`config.mk`:
```
export PLATFORM = sky130hd
export DESIGN_NAME = psram_hdmi_disp_px
export DESIGN_NICKNAME = d
export VERILOG_FILES = /design/src/rtl/psram_hdmi_disp_px.sv
export SDC_FILE = /design/constraint.sdc
export NUM_CORES = 1
export LEC_CHECK = 0
export CAP_MARGIN = 20
export CORE_UTILIZATION = 49
export CTS_CLUSTER_SIZE = 12
export DETAILED_ROUTE_END_ITERATION = 6
export GPL_ROUTABILITY_DRIVEN = 0
export PLACE_DENSITY = 0.83
export SLEW_MARGIN = 20
export SYNTH_ARGS = -nofsm -noshare
export SYNTH_HDL_FRONTEND = slang
export SYNTH_SLANG_ARGS = --single-unit
```
`constraint.sdc`:
```
create_clock -name hdmiclk -period 3.2 [get_ports hdmiclk]
set_clock_uncertainty 0.15 [all_clocks]
set_input_delay 0.32 -clock hdmiclk [delete_from_list [all_inputs] [get_ports hdmiclk]]
set_output_delay 0.32 -clock hdmiclk [all_outputs]
set_load 0.05 [all_outputs]
```
`src/rtl/psram_hdmi_disp_px.sv`:
```
// HDMI scan-out reader: drains the PSRAM line FIFO, unpacks RGB565/grey8
// words into RGB888 and delays de/hs/vs by a fixed three cycles.
module psram_hdmi_disp_px #(
    parameter int DATA_W  = 32,
    parameter int FIFO_AW = 6,
    parameter int BLK_AW  = 4,
    parameter int UCNT_W  = 8
) (
    input  logic               hdmiclk,
    input  logic               rst_hdclk,
    input  logic               start_hdmi,
    input  logic               stop_hdmi,
    input  logic               mode_fmt,
    input  logic               mode_hx2,
    input  logic               clr_flags,
    input  logic               fifo_empty,
    output logic [FIFO_AW-1:0] fifo_radr,
    output logic               fifo_ren,
    input  logic [DATA_W-1:0]  fifo_rdata,
    output logic               fifo_blk_tgl,
    input  logic               in_rgb_de,
    input  logic               in_rgb_hs,
    input  logic               in_rgb_vs,
    input  logic               in_frame_last_pix,
    output logic               run_timinggen,
    output logic               disp_run,
    output logic               out_rgb_de,
    output logic               out_rgb_hs,
    output logic               out_rgb_vs,
    output logic [7:0]         out_r,
    output logic [7:0]         out_g,
    output logic [7:0]         out_b,
    output logic               fifo_underrun,
    output logic [UCNT_W-1:0]  underrun_cnt,
    output logic               vsync_flag
);

    localparam int PPW16 = DATA_W / 16;
    localparam int PPW8  = DATA_W / 8;
    localparam int SPW   = $clog2(PPW8);

    typedef enum logic [1:0] {
        S_IDLE,
        S_WAIT,
        S_RUN,
        S_STOPPING
    } state_t;

    state_t state;

    logic [2:0] start_s;
    logic [2:0] stop_s;
    logic [2:0] clr_s;
    logic [1:0] empty_sync;
    logic       start_rise;
    logic       stop_rise;
    logic       clr_rise;
    logic       empty_s;

    logic [SPW-1:0] sp;
    logic [SPW-1:0] sp1;
    logic           rp;
    logic           fmt_q;
    logic           hx2_q;
    logic           active;
    logic           sp_last;
    logic           rp_last;

    logic        de1, hs1, vs1;
    logic        de2, hs2, vs2;
    logic [23:0] px2;
    logic [15:0] lane16;
    logic [7:0]  lane8;
    logic [23:0] px_exp;
    logic        underrun_hit;
    logic        vs_fall;

    assign start_rise = start_s[1] & ~start_s[2];
    assign stop_rise  = stop_s[1] & ~stop_s[2];
    assign clr_rise   = clr_s[1] & ~clr_s[2];
    assign empty_s    = empty_sync[1];

    // empty synchroniser resets to 1 so nothing is read before the FIFO is seen
    always_ff @(posedge hdmiclk or posedge rst_hdclk) begin
        if (rst_hdclk) begin
            start_s    <= '0;
            stop_s     <= '0;
            clr_s      <= '0;
            empty_sync <= 2'b11;
        end else begin
            start_s    <= {start_s[1:0], start_hdmi};
            stop_s     <= {stop_s[1:0], stop_hdmi};
            clr_s      <= {clr_s[1:0], clr_flags};
            empty_sync <= {empty_sync[0], fifo_empty};
        end
    end

    always_ff @(posedge hdmiclk or posedge rst_hdclk) begin
        if (rst_hdclk) begin
            state         <= S_IDLE;
            run_timinggen <= 1'b0;
            disp_run      <= 1'b0;
            fmt_q         <= 1'b0;
            hx2_q         <= 1'b0;
        end else begin
            unique case (state)
                S_IDLE: begin
                    if (start_rise)
                        state <= S_WAIT;
                end
                S_WAIT: begin
                    if (stop_rise) begin
                        state <= S_IDLE;
                    end else if (!empty_s) begin
                        state         <= S_RUN;
                        fmt_q         <= mode_fmt;
                        hx2_q         <= mode_hx2;
                        run_timinggen <= 1'b1;
                        disp_run      <= 1'b1;
                    end
                end
                S_RUN: begin
                    if (stop_rise)
                        state <= S_STOPPING;
                end
                S_STOPPING: begin
                    if (in_frame_last_pix) begin
                        state         <= S_IDLE;
                        run_timinggen <= 1'b0;
                        disp_run      <= 1'b0;
                    end
                end
            endcase
        end
    end

    assign active  = (state == S_RUN) || (state == S_STOPPING);
    assign sp_last = fmt_q ? (sp == SPW'(PPW8 - 1)) : (sp == SPW'(PPW16 - 1));
    assign rp_last = ~hx2_q | rp;
    assign fifo_ren = active & in_rgb_de & sp_last & rp_last;

    always_ff @(posedge hdmiclk or posedge rst_hdclk) begin
        if (rst_hdclk) begin
            fifo_radr    <= '0;
            sp           <= '0;
            rp           <= 1'b0;
            fifo_blk_tgl <= 1'b0;
        end else begin
            if (!active) begin
                fifo_radr <= '0;
                sp        <= '0;
                rp        <= 1'b0;
            end else if (in_rgb_de) begin
                if (rp_last) begin
                    rp <= 1'b0;
                    if (sp_last) begin
                        sp        <= '0;
                        fifo_radr <= fifo_radr + FIFO_AW'(1);
                    end else begin
                        sp <= sp + SPW'(1);
                    end
                end else begin
                    rp <= 1'b1;
                end
            end
            if (fifo_ren && (&fifo_radr[BLK_AW-1:0]))
                fifo_blk_tgl <= ~fifo_blk_tgl;
        end
    end

    // FIFO data arrives one cycle after the address, so lane select uses sp1
    always_comb begin
        lane16 = '0;
        lane8  = '0;
        for (int k = 0; k < PPW16; k++)
            if (sp1 == SPW'(k))
                lane16 = fifo_rdata[16*k +: 16];
        for (int k = 0; k < PPW8; k++)
            if (sp1 == SPW'(k))
                lane8 = fifo_rdata[8*k +: 8];
        if (fmt_q)
            px_exp = {3{lane8}};
        else
            px_exp = {lane16[15:11], {3{lane16[11]}},
                      lane16[10:5],  {2{lane16[5]}},
                      lane16[4:0],   {3{lane16[0]}}};
    end

    always_ff @(posedge hdmiclk or posedge rst_hdclk) begin
        if (rst_hdclk) begin
            de1        <= 1'b0;
            hs1        <= 1'b0;
            vs1        <= 1'b0;
            sp1        <= '0;
            de2        <= 1'b0;
            hs2        <= 1'b0;
            vs2        <= 1'b0;
            px2        <= '0;
            out_rgb_de <= 1'b0;
            out_rgb_hs <= 1'b0;
            out_rgb_vs <= 1'b0;
            out_r      <= '0;
            out_g      <= '0;
            out_b      <= '0;
        end else begin
            de1        <= in_rgb_de;
            hs1        <= in_rgb_hs;
            vs1        <= in_rgb_vs;
            sp1        <= sp;
            de2        <= de1;
            hs2        <= hs1;
            vs2        <= vs1;
            px2        <= px_exp;
            out_rgb_de <= run_timinggen & de2;
            out_rgb_hs <= run_timinggen & hs2;
            out_rgb_vs <= run_timinggen & vs2;
            {out_r, out_g, out_b} <= (run_timinggen & de2) ? px2 : 24'd0;
        end
    end

    assign underrun_hit = active & in_rgb_de & empty_s;
    assign vs_fall      = vs2 & ~vs1;

    always_ff @(posedge hdmiclk or posedge rst_hdclk) begin
        if (rst_hdclk) begin
            fifo_underrun <= 1'b0;
            underrun_cnt  <= '0;
            vsync_flag    <= 1'b0;
        end else begin
            if (underrun_hit) begin
                fifo_underrun <= 1'b1;
                if (!(&underrun_cnt))
                    underrun_cnt <= underrun_cnt + UCNT_W'(1);
            end else if (clr_rise) begin
                fifo_underrun <= 1'b0;
                underrun_cnt  <= '0;
            end
            if (vs_fall)
                vsync_flag <= 1'b1;
            else if (clr_rise)
                vsync_flag <= 1'b0;
        end
    end

endmodule

```
* Word level (Yosys, flattened, before mapping) *
Cells that the tools add are included.

storage, ports and cells
  bits in registers = 95

cells by class
  multiplexer cells = 36
  bitwise operators = 20
  equality and inequality tests = 18
  reduce and logical (&&, ||, !) cells = 15
  add/sub/neg operators = 3

operators by type and width
  kind                   number
  $mux W8                7
  $mux W24               2
  $mux W16               2
  $mux W6                4
  $mux W2                9
  $ne A2 B2 Y1 const B   7
  $reduce_and A4 Y1      3
  $and A1 B1 Y1          11
  $eq A2 B2 Y1 const B   5
  $mux W1                10
  $add A8 B1 Y8 const B  1
  $not A1 Y1             8
  $pmux W2 S4            1
  $reduce_and A8 Y1      1
  $add A6 B1 Y6 const B  1
  $eq A2 B1 Y1 const B   3
  $reduce_and A3 Y1      2
  $reduce_bool A2 Y1     3
  $logic_not A2 Y1       2
  $ne A2 B1 Y1 const B   2
  $reduce_and A2 Y1      2
  $ne A3 B3 Y1 const B   1
  $add A2 B1 Y2 const B  1
  $pmux W1 S2            1
  3 further kinds        3

* Logic depth before layout (Yosys ltp) *
  depth after elaboration = 6
  depth in mapped cells = 7
  depth with buffers taken out = 5

* Worst setup path after synthesis *
Ideal clock, no wire load.

  kind = register to output
  start point = register fmt_q
  end point = output port fifo_ren
  buffers on the path = 2
  cell stages (with the launch flop) = 6
  data arrival time = 1.533 ns
  setup slack = 1.197 ns
  cell sequence = dfrtp_1 -> buf_6 -> xnor2_2 -> nand4_2 -> buf_6 -> nor2_1

on the way
  cells in the longest elaborated chain, start to end = 3

RTL lines
  what                        RTL line  source
  start, declared             63        logic fmt_q;
  start signal, assigned      116       fmt_q <= mode_fmt;
  $mux W1                     138       assign sp_last = fmt_q ? (sp == SPW'(PPW8 - 1)) : (sp == SPW'(PPW16 - 1));
  $and A1 B1 Y1 (2 in a row)  140       assign fifo_ren = active & in_rgb_de & sp_last & rp_last;
  end, declared               18        output logic fifo_ren,

No other way between the ends.

* Worst setup path in the final report *
Same ends and word-level chain as after synthesis.

==> flow_summary_export.csv <==
group,metric,value,unit
drt,vias,2745,
placed_design,placement.io_buffers,90,
sta,tightest_slew,0.8645,ns
worst_setup_path,path_class,"reg -> out",
floorplanning,chipWidth,89.90,um
synthesis,yosys_warnings,0,
global_route,grt_use_total,21.52,%
sta,slew_violations,0,
power,ir_worst_vdd,0.3126,mV
final_layout,final_util,67.78,%
drt,routed_wl,7946,um
synthesis,syn_area,0.003786,mm2
cts,cts_tree,"yes",
power,pwr-share-seq,42.5,%
sta,slew_headroom,42.37,%
synthesis,syn-instance-count,323,
cts,cts_buffers,9,
cts,ctsHoldBuffers,0,
global_route,antenna_found_initial,0,
sta,hold_viol,0,
floorplanning,die_y,89.90,um
drt,drc_errors,0,
synthesis,synth_common_cells,"93 x dfrtp_1, 31 x nand2_1, 30 x nor2_1",
cts,postCtsResizedCells,0,
run,maxCapViolations,0,
final_layout,area_growth,31.92,%
power,swShare,37.89,%
cts,clockBufferDepth,2,
drt,drtAntennaViolNets,0,
synthesis,synth_area_leaders,"dfrtp_1 61%, and3_1 4.3%, mux2i_1 3.2%",
global_route,grt_max_degree,60,
cts,cts.sink_count,95,
power,p_clk_share,21.2,%
synthesis,ys_seq_elements,95,
outcome,status,"completed",
cts,htree_levels,3,
drt,first_pass_iters,5,
floorplanning,initial_utilization,51.38,%
worst_setup_path,rrSetupSlack,1.14,ns
synthesis,synth_seq_area_share,62.86,%
cts,cts-root-buf,"clkbuf_8",
sta,fin_crit,2.963,ns
power,comb_power_share,36.4,%
placed_design,dpl.hpwl,5716,um
synthesis,synth_edf_count,0,
worst_setup_path,slowest_delay,0.82,ns
power,p_total,4.218,mW
cts,clk_pin_slew,0.08,ns
synthesis,yosys.area.top_type,"dfrtp_1",
floorplanning,dieArea,0.008082,mm2
sta,setup_viol_count_final,0,
power,switchingPower,1.598,mW
power,intPower,2.620,mW
sta,fin_crit_sh,92.59,%
worst_setup_path,path_max_fanout,16,
global_route,grt_pass1_wl,13550,um
synthesis,syn-num-nets,369,
final_layout,stdcell_count,514,
drt,routed_via_density,5.340,
worst_setup_path,cp-start-kind,"flip-flop",
worst_setup_path,slowest_stage,"clkdlybuf4s50_1",
worst_setup_path,cp.required,2.73,ns
worst_setup_path,cp_data_arrival_time,2.49,ns
power,p_leak,2.259,nW
global_route,overflow,0,
final_layout,num-nets-final,456,
synthesis,avgSynthCellArea,11.72,um2
synthesis,synthFlopType,"dfrtp_1",
cts,clock_latency,0.35,ns
final_layout,diodes,0,
floorplanning,rows,31,
global_route,grt_pass1_vias,2822,
cts,post_cts_buffers,0,
hold_path,holdCritPathClass,"reg -> reg",
worst_setup_path,path_cells,"xnor2_2, nand4_2, nor2_1, clkdlybuf4s50_1",
sta,rsz0062_at_grt,"no",
synthesis,ys_types,40,
worst_setup_path,endpoint_kind,"output port",
final_layout,fill_cells,565,
synthesis,ys_async_sr_fraction,100.0,%
power,powerDensity,844.5,mW/mm2
placed_design,place_inst,498,
sta,finalSetupTns,0,ns
floorplanning,core_area,0.007370,mm2
sta,max_freq,0.3375,GHz
synthesis,yosysMostFrequentCell,"dfrtp_1",
synthesis,yosysTopAreaCellShare,61.47,%
drt,wl_per_cell,15.46,um
drt,drtIter0Drc,117,
floorplanning,ios,91,
final_layout,drive_gt1_share,9.157,%
-- placed cells by master (no fill, tap or decap), types with 10 or more instances in the layout --
cell | synthesis | layout
dfrtp_1 | 93 | 93
clkdlybuf4s50_1 | 0 | 90
nand2_1 | 31 | 31
nor2_1 | 30 | 30
and3_1 | 26 | 26
o21ai_0 | 18 | 18
mux2i_1 | 12 | 12
a21oi_1 | 11 | 11
clkbuf_8 | 0 | 11
o22ai_1 | 10 | 10
-- path summary, 6_finish.rpt --
path / start / to / cells after the start
worst max-delay path: fmt_q / fifo_ren / 4
max in group asynchronous: rst_hdclk / empty_sync[1] / 3
worst max register to register: sp1[0] / px2[5] / 4
min in group asynchronous: rst_hdclk / px2[11] / 2
worst min-delay path: clr_s[0] / clr_s[1] / 0
worst min register to register: clr_s[0] / clr_s[1] / 0
-- critical path, delay by kind of cell, from the launching register on --
kind          cells  cell delay, ns
xor+xnor          1            0.17
buf+inv           1            0.82
flops             1            0.69
simple gates      2            0.48
-- power by group through the flow --
| stage | logic, mW | registers [mW] | clock network (mW) |
|---|---|---|---|
| floorplan | 0.680 | 2.17 | 0 |
| global placement | 1.51 | 1.79 | 0 |
| detailed placement | 1.54 | 1.82 | 0 |
| CTS | 1.55 | 1.79 | 0.908 |
| global route | 1.65 | 1.84 | 0.962 |
| finish | 1.53 | 1.79 | 0.892 |
-- layer usage --
metal / part of all wire [%] / track usage (%) / routed length [um] / vias up
met1: 41 / 26.90 / 3261 / 1331
met2: 51 / 35.83 / 4090 / 97
met3: 4.4 / 4.146 / 349 / 20
met5: 0 / 0 / 0 / -
li1: - / - / - / 1297
met4: 3.1 / 11.16 / 245 / 0
-- cell families (layout without fill, tap and decap cells) --
family | Yosys count | after routing | synth area share, %
flops | 95 | 95 | 62.86
compound gates | 52 | 52 | 8.163
fa+ha+maj | 2 | 2 | 0.6608
mux | 25 | 25 | 8.229
buf+inv | 26 | 118 | 3.304
simple gates | 119 | 119 | 15.66
xor+xnor | 4 | 4 | 1.124
-- flip-flops by register name, indices dropped and copies added, names as in the netlist, 2 cells and up, named ones only --
name / flops
stop_s: 3
underrun_cnt: 8
sp: 2
clr_s: 3
px2: 24
out_b: 8
start_s: 3
out_g: 8
empty_sync: 2
out_r: 8
sp1: 2
fifo_radr: 6
-- stage by stage --
| stage | hold slack, ns | area, um2 | setup WS (ns) |
|---|---|---|---|
| floorplan | 0.1745 | 3786 | 0.2563 |
| global placement | 0.1833 | 4757 | 0.6255 |
| detailed placement | 0.1856 | 4757 | 0.6166 |
| CTS | 0.1985 | 4995 | 0.2351 |
| global route | 0.2083 | 4995 | 0.08140 |
| finish | 0.2039 | 4995 | 0.2372 |
-- area by class of cell --
cell class	instances	area (um2)	area share [%]
clock buffer	11	151.4	3.031
clock inverter	5	86.33	1.728
inverter	9	36.28	0.7265
multi-input combinational	202	1281	25.65
sequential	95	2380	47.65
tap	99	123.9	2.480
timing repair buffer	93	935.9	18.74
No activity file was read; power rests on OpenSTA's default activity.
